$ cat src/rtl/armleocpu_icache_responder.sv
// armleocpu_icache_responder
//   Responder end of the fetch-side cache interface. Holds a direct-mapped,
//   one-word-per-line instruction buffer and refills misses from backing
//   instruction memory over a simple req/ack read bus.
//   Supported commands: EXECUTE (instruction fetch) and FLUSH_ALL.
//
// Ports
//   clk, rst_n      clock; synchronous active-low reset
//   c_cmd_i         CACHE_CMD_* from fetch
//   c_address_i     fetch address, sampled together with c_cmd_i
//   c_response_o    CACHE_RESPONSE_*, registered
//   c_reset_done_o  high once the post-reset line clear has completed
//   c_load_data_o   instruction word, valid while c_response_o == DONE
//   m_req_o         bus read request, held until m_ack_i
//   m_addr_o        bus word address, stable while m_req_o
//   m_ack_i         bus completion pulse (ignored when m_req_o == 0)
//   m_err_i         bus error, qualified by m_ack_i
//   m_rdata_i       bus read data, qualified by m_ack_i
//
// Ports keep the original unsuffixed names (c_cmd, m_req, ...) so existing
// instantiations connect unchanged.
module armleocpu_icache_responder #(
  parameter int unsigned LINES = 16
) (
  input  logic        clk,
  input  logic        rst_n,
  input  logic [3:0]  c_cmd,
  input  logic [31:0] c_address,
  output logic [3:0]  c_response,
  output logic        c_reset_done,
  output logic [31:0] c_load_data,
  output logic        m_req,
  output logic [31:0] m_addr,
  input  logic        m_ack,
  input  logic        m_err,
  input  logic [31:0] m_rdata
);

  localparam int unsigned IDX_W = $clog2(LINES);
  localparam int unsigned TAG_W = 30 - IDX_W;

  localparam logic [3:0] CMD_NONE      = 4'd0;
  localparam logic [3:0] CMD_EXECUTE   = 4'd1;
  localparam logic [3:0] CMD_FLUSH_ALL = 4'd4;

  // PAGEFAULT (4'd4) exists in the response encoding but is never produced here.
  localparam logic [3:0] RSP_IDLE        = 4'd0;
  localparam logic [3:0] RSP_WAIT        = 4'd1;
  localparam logic [3:0] RSP_DONE        = 4'd2;
  localparam logic [3:0] RSP_ACCESSFAULT = 4'd3;
  localparam logic [3:0] RSP_MISSALIGNED = 4'd5;

  // idx carries one extra bit so FLUSH can count one step past the last line.
  localparam logic [IDX_W:0] IDX_LAST = (IDX_W + 1)'(LINES - 1);
  localparam logic [IDX_W:0] IDX_END  = (IDX_W + 1)'(LINES);
  localparam logic [IDX_W:0] IDX_ONE  = (IDX_W + 1)'(1);

  typedef enum logic [1:0] {
    ST_INIT,
    ST_READY,
    ST_REFILL,
    ST_FLUSH
  } state_t;

  state_t            state_q, state_d;
  logic [IDX_W:0]    idx_q, idx_d;
  logic [3:0]        c_response_q, c_response_d;
  logic              reset_done_q, reset_done_d;
  logic [31:0]       load_data_q, load_data_d;
  logic              m_req_q, m_req_d;
  logic [31:0]       m_addr_q, m_addr_d;
  logic [LINES-1:0]  valid_q, valid_d;

  logic [TAG_W-1:0]  tag_q  [LINES];
  logic [31:0]       data_q [LINES];

  logic [IDX_W-1:0]  c_index;
  logic [TAG_W-1:0]  c_tag;
  logic [IDX_W-1:0]  r_index;
  logic [TAG_W-1:0]  r_tag;
  logic [IDX_W-1:0]  idx_lo;
  logic              hit;
  logic              fill_en;

  assign c_index = c_address[2+IDX_W-1:2];
  assign c_tag   = c_address[31:2+IDX_W];
  // Refill writes use the latched request address, not the live fetch address.
  assign r_index = m_addr_q[2+IDX_W-1:2];
  assign r_tag   = m_addr_q[31:2+IDX_W];
  assign idx_lo  = idx_q[IDX_W-1:0];
  assign hit     = valid_q[c_index] && (tag_q[c_index] == c_tag);

  always_comb begin
    state_d      = state_q;
    idx_d        = idx_q;
    c_response_d = c_response_q;
    reset_done_d = reset_done_q;
    load_data_d  = load_data_q;
    m_req_d      = m_req_q;
    m_addr_d     = m_addr_q;
    valid_d      = valid_q;
    fill_en      = 1'b0;

    case (state_q)
      ST_INIT: begin
        c_response_d    = RSP_IDLE;
        valid_d[idx_lo] = 1'b0;
        idx_d           = idx_q + IDX_ONE;
        if (idx_q == IDX_LAST) begin
          idx_d        = '0;
          reset_done_d = 1'b1;
          state_d      = ST_READY;
        end
      end

      ST_READY: begin
        case (c_cmd)
          CMD_NONE: c_response_d = RSP_IDLE;
          CMD_EXECUTE: begin
            if (c_address[1:0] != 2'b00) begin
              c_response_d = RSP_MISSALIGNED;
            end else if (hit) begin
              c_response_d = RSP_DONE;
              load_data_d  = data_q[c_index];
            end else begin
              c_response_d = RSP_WAIT;
              m_req_d      = 1'b1;
              m_addr_d     = {c_address[31:2], 2'b00};
              state_d      = ST_REFILL;
            end
          end
          CMD_FLUSH_ALL: begin
            idx_d        = '0;
            c_response_d = RSP_WAIT;
            state_d      = ST_FLUSH;
          end
          default: c_response_d = RSP_ACCESSFAULT;
        endcase
      end

      ST_REFILL: begin
        c_response_d = RSP_WAIT;
        if (m_ack) begin
          m_req_d = 1'b0;
          state_d = ST_READY;
          if (m_err) begin
            c_response_d = RSP_ACCESSFAULT;
          end else begin
            fill_en          = 1'b1;
            valid_d[r_index] = 1'b1;
            c_response_d     = RSP_DONE;
            load_data_d      = m_rdata;
          end
        end
      end

      ST_FLUSH: begin
        c_response_d = RSP_WAIT;
        // Clears lines 0..LINES-1, then spends one further cycle at
        // idx==LINES before reporting DONE.
        if (idx_q == IDX_END) begin
          idx_d        = '0;
          c_response_d = RSP_DONE;
          state_d      = ST_READY;
        end else begin
          valid_d[idx_lo] = 1'b0;
          idx_d           = idx_q + IDX_ONE;
        end
      end

      default: state_d = ST_INIT;
    endcase
  end

  always_ff @(posedge clk) begin
    if (!rst_n) begin
      state_q      <= ST_INIT;
      idx_q        <= '0;
      c_response_q <= RSP_IDLE;
      reset_done_q <= 1'b0;
      load_data_q  <= '0;
      m_req_q      <= 1'b0;
      m_addr_q     <= '0;
    end else begin
      state_q      <= state_d;
      idx_q        <= idx_d;
      c_response_q <= c_response_d;
      reset_done_q <= reset_done_d;
      load_data_q  <= load_data_d;
      m_req_q      <= m_req_d;
      m_addr_q     <= m_addr_d;
    end
  end

  // Valid bits are not reset directly; INIT walks every line and clears it.
  always_ff @(posedge clk) begin
    if (rst_n) begin
      valid_q <= valid_d;
    end
  end

  always_ff @(posedge clk) begin
    if (rst_n && fill_en) begin
      tag_q[r_index]  <= r_tag;
      data_q[r_index] <= m_rdata;
    end
  end

  assign c_response   = c_response_q;
  assign c_reset_done = reset_done_q;
  assign c_load_data  = load_data_q;
  assign m_req        = m_req_q;
  assign m_addr       = m_addr_q;

endmodule

$ cat config.mk
export PLATFORM = sky130hd
export DESIGN_NAME = armleocpu_icache_responder
export DESIGN_NICKNAME = d
export VERILOG_FILES = /design/src/rtl/armleocpu_icache_responder.sv
export SDC_FILE = /design/constraint.sdc
export NUM_CORES = 1
export LEC_CHECK = 0
export ABC_CLOCK_PERIOD_IN_PS = 13600
export CORE_ASPECT_RATIO = 1.5
export CORE_MARGIN = 5
export CORE_UTILIZATION = 45
export DETAILED_ROUTE_END_ITERATION = 6
export PLACE_DENSITY = 0.72
export SYNTH_ARGS = -nofsm -noshare
export SYNTH_HDL_FRONTEND = slang
export SYNTH_SLANG_ARGS = --single-unit
export TNS_END_PERCENT = 10
$ cat constraint.sdc
create_clock -name clk -period 13.6 [get_ports clk]
set_clock_uncertainty 0.1 [all_clocks]
set_input_delay 1.36 -clock clk [delete_from_list [all_inputs] [get_ports clk]]
set_output_delay 1.36 -clock clk [all_outputs]
set_load 0.005 [all_outputs]
=== Word level (Yosys, flattened, before mapping) ===
Memories as Yosys holds them, arrays and structs flattened.
Index checks and enable logic that the tools add are counted.
W data, S select, Z words.

* Input port bits: 72
* Word-level logic and storage cells: 103
* Memories: 2
* RAM bits: 928
* Bits in registers: 91
* Output and inout bits: 70

* Mux-type cells: 44
* Reduce and logical (&&, ||, !) cells: 17
* Order comparisons: 5
* Eq/ne operators: 21
* Bitwise gates (word level): 5
* $add $sub $neg: 1

{| class="wikitable"
|+ Memory list
! name !! depth !! bits a word !! rd ports !! clocked after Yosys merged registers in !! wr ports !! line !! RTL
|-
| data_q || 16 || 32 || 1 || 0 || 1 || 75 || <nowiki>logic [31:0] data_q [LINES];</nowiki>
|-
| tag_q || 16 || 26 || 1 || 0 || 1 || 74 || <nowiki>logic [TAG_W-1:0] tag_q [LINES];</nowiki>
|}

{| class="wikitable"
|+ Operators by type and width
! operator !! count
|-
| $mux W32 || 5
|-
| $pmux W32 S2 || 1
|-
| $mux W16 || 3
|-
| $pmux W16 S3 || 1
|-
| $eq A26 B26 Y1 || 1
|-
| $ne A2 B2 Y1 const B || 9
|-
| $and A16 B16 Y16 || 1
|-
| $mux W2 || 8
|-
| $not A16 Y16 || 1
|-
| $or A16 B16 Y16 || 1
|-
| $pmux W4 S4 || 1
|-
| $lt A4 B5 Y1 const B || 3
|-
| $mux W5 || 3
|-
| $pmux W5 S3 || 1
|-
| $mux W1 || 13
|-
| $reduce_and A6 Y1 || 2
|-
| $reduce_and A5 Y1 || 2
|-
| $pmux W3 S3 || 1
|-
| $demux W1 S4 || 2
|-
| $ge A4 B1 Y1 const B || 2
|-
| $pmux W2 S4 || 1
|-
| $ne A3 B3 Y1 const B || 2
|-
| $reduce_bool A3 Y1 || 2
|-
| $add A5 B1 Y5 const B || 1
|-
| other kinds (19) || 26
|}

=== Longest topological paths before layout ===
Gate-level depths: netlist of the first run.

* Depth in word-level cells: 8
* Mapped depth: 15
* Mapped depth without buffers: 9

=== Worst setup path before layout of the first run ===
Ideal clock, no wire load.

* Kind: input-to-reg
* Start: input port m_ack
* End: memory data_q[3][0], enable pin
* Buffers on the path: 0
* Data required time: 12,955 ps
* Library setup time: 545 ps
* Cell stages on the path: 4
* Arrival: 5,884 ps
* Path slack: 7,071 ps
* Path through: nand2_1 nor3_1 nand3_1 nor3_1

* Word-level cells in the longest chain between the ends: 5

{| class="wikitable"
|+ RTL lines
! element !! line !! RTL
|-
| start: declaration || 34 || <nowiki>input logic m_ack,</nowiki>
|-
| $mux W1 || 143 || <nowiki>if (m_ack) begin</nowiki>
|-
| $mux W1 || 104 || <nowiki>case (state_q)</nowiki>
|-
| $logic_and A1 B1 Y1 || 203 || <nowiki>if (rst_n && fill_en) begin</nowiki>
|-
| $mux W1 || 203 ||
|-
| $mux W1 (not written as such) || 205 || <nowiki>data_q[r_index] <= m_rdata;</nowiki>
|-
| end: declaration || 75 ||
|}

No other way between the ends.

=== Worst setup path in the final report of the first run ===
* Start: input port c_address[3]
* End: register load_data_q[6] (netlist: c_load_data[6])

* Word-level cells in the longest chain between the ends: 5
* Elaborated cells between the ends (all ways): 12
* Classes of those cells: eq/ne (2); mux (6); reduce/logical (2); memory (2)

{| class="wikitable"
|+ RTL lines
! element !! line !! RTL
|-
| start: declaration || 28 || <nowiki>input logic [31:0] c_address,</nowiki>
|-
| $mem_v2 Z16 W26 (tied with other cells) || -- ||
|-
| $eq A26 B26 Y1 (tied with other cells) || 91 || <nowiki>assign hit = valid_q[c_index] && (tag_q[c_index] == c_tag);</nowiki>
|-
| $logic_and A1 B1 Y1 or $mux W32 (tied branches) || 91, 120 ||
|-
| $ne A2 B2 Y1 (no line) or $mux W32 (tied branches) || -- ||
|-
| $reduce_and A6 Y1 (no line) or $pmux W32 S2 (tied branches) || -- ||
|-
| end signal: assignment || 189 || <nowiki>load_data_q <= load_data_d;</nowiki>
|-
| end: declaration || 69 || <nowiki>logic [31:0] load_data_q, load_data_d;</nowiki>
|}

Several ways; a longest one is shown, not always the timed one. The select of a mux whose other input is x is not followed.
A chain may end at the register's enable or synchronous reset.

==> metrics.yaml, run 1 <==
outcome: "finished clean"
pwr-share-comb: 0.084
place_ws_ps: 7020
dp_hpwl_um: 53800
p_per_area_mw_per_mm2: 145
syn_inst: 1962
synth-async-reset-ratio: 0
yosys.area.top_type: "edfxtp_1"
rr_worst_depth: 8
synthTopCellsByCount: "944 x edfxtp_1, 253 x mux4_2, 114 x mux2i_1"
design.die.area_mm2: 0.0955
irDropWorstVdd_mv: 0.0993
drt_iter0_markers: 2400
vias: 20229
synth_edf_count: 944
syn_area_per_cell_um2: 20.5
drc: 0
clk_latency_ps: 650
htree_levels: 3
ant_nets: 0
cts_buffer_depth: 3
clkSlewWorstSetupHoldPaths_ps: 70
leakagePower_nw: 15.4
startpoint_type: "input pin"
gr-usage-all-layers: 0.202
synth_most_common_cell: "edfxtp_1"
postCtsSetupBuffers: 0
drv_slew: 0
wl_um: 96900
maxSlewHeadroom: 0.265
grt_max_degree: 103
pwr-share-clk: 0.388
max_clock_freq_ghz: 0.166
p_sw_frac: 0.223
die_y_um: 376
core_area_mm2: 0.0889
syn_area_mm2: 0.0402
postCtsHoldBufs: 0
critical_path_class: "input pin to register"
grt_pass1_wl_um: 143000
fp.dieW_um: 254
ys_seq_area_frac: 0.742
ctsResizeCount: 0
p_sw_mw: 1.48
hold_path_depth: 2
yosys_warnings: 0
nNetsFinal: 2204
tns_ps: 0
pwr-share-seq: 0.528
cp-end-kind: "register"
cts.sinks: 1018
synthTopCellsByArea: "edfxtp_1 71%, mux4_2 14%, dfxtp_1 3.7%, mux2i_1 2.8%, nand2_1 0.88%"
hp-class: "register to register"
cts_made_buffers: 91
crit_fanout: 64
pin_count: 142
cts_root_buf: "clkbuf_16"
p_int_mw: 5.16
min_period_over_period: 0.443
dr.pass1.iters: 6
tightestPinTransition_ps: 1100
place_congestion: 0.856
synth_top_area_share: 0.705
cts_tree: "done"
worst_slack_ps: 7580
syn_to_final_growth_pct: 14.1
crit_path_start: "c_address[3]"
portBuffers: 138
grt_pass1_vias: 21115
worstReg2RegStart: "state_q[0]"
wl_per_cell_um: 28.9
ys_ff_latch: 1018
arrival_ps: 6480
worstHoldStart: "c_load_data[31]"
ys.flop_type: "edfxtp_1"
hold_violations: 0
gr-total-overflow: 0
crit_required_ps: 14060
period_minus_slack_ps: 6020
yosysUniqueCellTypes: 63
max-cap-violations: 0
start_util: 0.452
vias_per_cell: 6.03
drive_above_1_share: 0.232
rsz0062_at_grt: "no"
rows: 134
antenna_found_initial: 4
setup_viol_count_final: 0
-- area by class of cell --
cell class                      count  area (um2)
Timing Repair Buffer              174        1670
Antenna cell                        3        7.51
Multi-Input combinational cell    819        9860
Sequential cell                  1018       29800
Clock inverter                     47         514
Clock buffer                      122        2470
Tap cell                         1156        1450
Fill cell                        6827       43000
Inverter                           18        68.8
-- per-stage QoR --
stage | utilization | total power, mW | cell area [um2] | hold slack [ps] | std cells
after CTS | 0.516 | 6.68 | 45900 | 406 | 3354
final | 0.516 | 6.64 | 45900 | 404 | 3357
after detailed placement | 0.482 | 4.13 | 42900 | 397 | 3185
after global placement | 0.482 | 4.12 | 42900 | 414 | 3185
after floorplan | - | 3.91 | 40200 | 360 | 1964
after global routing | 0.516 | 6.86 | 45900 | 428 | 3356
-- cells by family (layout without fill, tap and decap cells) --
group,Yosys count,after routing,synth area share
and+or+nand+nor,246,246,0.0277
DFF,1018,1018,0.742
muxes,391,391,0.177
xor gates and xnor gates,24,24,0.00523
buffers and inverters,127,361,0.0154
AOI/OAI and AO/OA,145,145,0.0291
other,1,6,0.0000933
adders and majority gates,10,10,0.00311
-- final timing paths --
path	slack, ps	to
max	7580	c_load_data[6]
min	400	c_load_data[31]
max reg2reg	8690	data_q[1][2]
min reg2reg	400	c_load_data[31]
-- critical path, cell delays in order --
cell and delay, ps:
clkbuf_8 500, buf_4 860, nor2b_1 590, a221oi_1 240
a22o_1 250, or3_4 400, a2111oi_2 510, nand4_1 260
o31ai_4 270, buf_4 660, nor2_1 130, a211oi_2 230
-- power groups by stage --
stage / combinational (mW) / clock (mW) / sequential [mW]
after floorplan: 0.352 / 0 / 3.56
after global placement: 0.542 / 0 / 3.57
after detailed placement: 0.557 / 0 / 3.58
after CTS: 0.561 / 2.62 / 3.51
after global routing: 0.601 / 2.75 / 3.51
final: 0.557 / 2.58 / 3.51
-- flip-flops by register name (all words and copies together), names as in the netlist --
signal	count
state_q	2
valid_q	16
m_req	1
idx_q	5
c_response	3
tag_q	416
data_q	512
c_load_data	32
c_reset_done	1
m_addr	30
-- routing by layer --
metal | global-route usage | up-vias | routed length, um
li1 | - | 8400 | -
met1 | 0.269 | 10711 | 37200
met2 | 0.348 | 948 | 50600
met3 | 0.0298 | 168 | 6230
met4 | 0.0618 | 2 | 2870
met5 | 0 | - | 7
-- cell usage in the layout, fill, tap and decap left out, types with 18 or more instances in the layout --
cell,instances
clkbuf_16,91
a211oi_2,28
mux2i_1,114
dfxtp_1,74
mux4_2,253
a21oi_1,35
nand2_1,94
clkinv_2,18
buf_4,36
clkdlybuf4s50_1,133
nor2_1,66
edfxtp_1,944
mux2_2,23
clkbuf_1,23
Power figures use the tool's default switching activity.
==> run 2, diff against run 1 <==
--- a/config.mk
+++ b/config.mk
@@ -5,12 +5,12 @@
 export SDC_FILE = /design/constraint.sdc
 export NUM_CORES = 1
 export LEC_CHECK = 0
-export ABC_CLOCK_PERIOD_IN_PS = 13600
+export ABC_CLOCK_PERIOD_IN_PS = 5400
 export CORE_ASPECT_RATIO = 1.5
 export CORE_MARGIN = 5
 export CORE_UTILIZATION = 45
 export DETAILED_ROUTE_END_ITERATION = 6
-export PLACE_DENSITY = 0.72
+export PLACE_DENSITY = 0.74
 export SYNTH_ARGS = -nofsm -noshare
 export SYNTH_HDL_FRONTEND = slang
 export SYNTH_SLANG_ARGS = --single-unit
==> constraint.sdc (replaced) <==
create_clock -name clk -period 5.4 [get_ports clk]
set_clock_uncertainty 0.1 [all_clocks]
set_input_delay 0.54 -clock clk [delete_from_list [all_inputs] [get_ports clk]]
set_output_delay 0.54 -clock clk [all_outputs]
set_load 0.005 [all_outputs]
==> run 2 against run 1 <==
Register-to-register slack got worse by 7300 ps. Global-route usage barely moved. Cell count rose by 0.57%. Largest power group unchanged.
==> metrics.yaml, run 2 (same netlist as run 1, synthesis figures left out) <==
fp.dieW_um: 254
drv_slew: 0
ant_nets: 0
critical_path_class: "input pin to register"
portBuffers: 138
rr_worst_depth: 7
crit_required_ps: 5840
arrival_ps: 4500
holdPathEnd: "c_load_data[1]"
place_ws_ps: 778
pin_count: 142
pwr-share-clk: 0.391
r2r_setup_slack_ps: 1380
drc: 0
final_cell_mix: "944 x edfxtp_1, 253 x mux4_2, 133 x clkdlybuf4s50_1"
cp_slowest_stage_delay_ps: 660
dr.pass1.iters: 6
grt_pass1_vias: 21476
grt_pass1_wl_um: 144000
design.die.area_mm2: 0.0955
die_y_um: 376
wl_um: 97100
top_register: "data_q"
worstReg2RegStart: "state_q[0]"
vias_per_cell: 6.02
p_sw_mw: 3.71
p_per_area_mw_per_mm2: 364
irDropWorstVdd_mv: 0.243
drive_above_1_share: 0.239
crit_fanout: 64
final_common_cell: "edfxtp_1"
rsz0062_at_grt: "no"
start_util: 0.452
worstHoldStart: "c_load_data[1]"
ctsResizeCount: 0
core_area_mm2: 0.0889
hp-class: "register to register"
cts_buffer_depth: 3
p_int_mw: 13.1
setup_viol_count_final: 0
min_period_over_period: 0.754
pwr-share-seq: 0.525
gr-total-overflow: 0
drt_iter0_markers: 2378
pwr-share-comb: 0.084
syn_to_final_growth_pct: 15.0
period_minus_slack_ps: 4070
wl_per_cell_um: 28.8
largest_reg_flops: 512
startpoint_type: "input pin"
p_sw_frac: 0.220
antenna_found_initial: 7
hold_path_depth: 2
cts_root_buf: "clkbuf_16"
max-cap-violations: 0
crit_chain: "clkbuf_8 > buf_4 > mux2i_1 > a221oi_1 > a22o_1 > or3_4 > a2111oi_2 > nand4_1 > o31ai_4 > buf_12 > nor2_1 > a211oi_2"
clkSlewWorstSetupHoldPaths_ps: 60
postCtsHoldBufs: 0
leakagePower_nw: 15.6
max_clock_freq_ghz: 0.246
clk_latency_ps: 640
reg2reg_to: "data_q[8][19]"
rows: 134
vias: 20312
outcome: "finished clean"
hold_violations: 0
grt_max_degree: 76
finalInstanceArea_mm2: 0.0462
cts_made_buffers: 91
total_power_mw: 16.8
htree_levels: 3
postCtsSetupBuffers: 0
place_area_mm2: 0.0432
nNetsFinal: 2223
cts.sinks: 1018
maxSlewHeadroom: 0.292
place_congestion: 0.888
cp_slowest_cell: "buf_4"
dp_hpwl_um: 55000
tightestPinTransition_ps: 1060
cp-end-kind: "register"
cts_tree: "done"
worst_slack_ps: 1330
gr-usage-all-layers: 0.202
-- run 2: layer usage --
metal,GRT usage,part of all wire,up-vias
li1,-,-,8456
met1,0.258,0.37,10647
met2,0.352,0.52,1035
met3,0.0361,0.078,172
met4,0.0664,0.033,2
met5,0,0.00013,-
-- run 2: power by group through the flow --
stage / Combinational [mW] / Clock, mW / Sequential [mW]
finish: 1.42 / 6.57 / 8.82
global route: 1.52 / 7.00 / 8.83
CTS: 1.43 / 6.66 / 8.83
detailed placement: 1.41 / 0 / 8.99
global placement: 1.37 / 0 / 8.99
floorplan: 0.885 / 0 / 8.96
-- run 2: metrics by stage --
stage / hold slack (ps) / cells / utilization / setup TNS [ps]
floorplan: 360 / 1964 / - / -108010
global placement: 365 / 3204 / 0.486 / 0
detailed placement: 400 / 3204 / 0.486 / 0
CTS: 406 / 3372 / 0.520 / 0
global route: 446 / 3374 / 0.520 / 0
finish: 405 / 3376 / 0.520 / 0
-- run 2: worst max path at each step --
stage | from | slack, ps | to
2_1_floorplan | state_q[0] | -620 | data_q[0][0]
3_3_place_gp | c_address[4] | 970 | m_addr[7]
3_5_place_dp | c_address[3] | 780 | c_load_data[4]
4_1_cts | c_address[4] | 1410 | m_addr[6]
5_1_grt | c_address[4] | 1170 | m_addr[6]
6_report | c_address[3] | 1330 | c_load_data[5]
-- run 2: cell type report --
cell class	count	area, um2
diodes	4	10.0
clock buffers	115	2430
clock inverters	53	582
fillers	6784	42700
inverters	18	68.8
multi-input cells	819	9860
flip-flops and latches	1018	29800
well taps	1156	1450
repair buffers	193	1970
-- run 2: worst max-delay path, delay by kind of cell --
family,cells,cell delay [ps]
compound gates,5,1350
buf+inv,3,1380
mux,1,270
simple gates,3,760
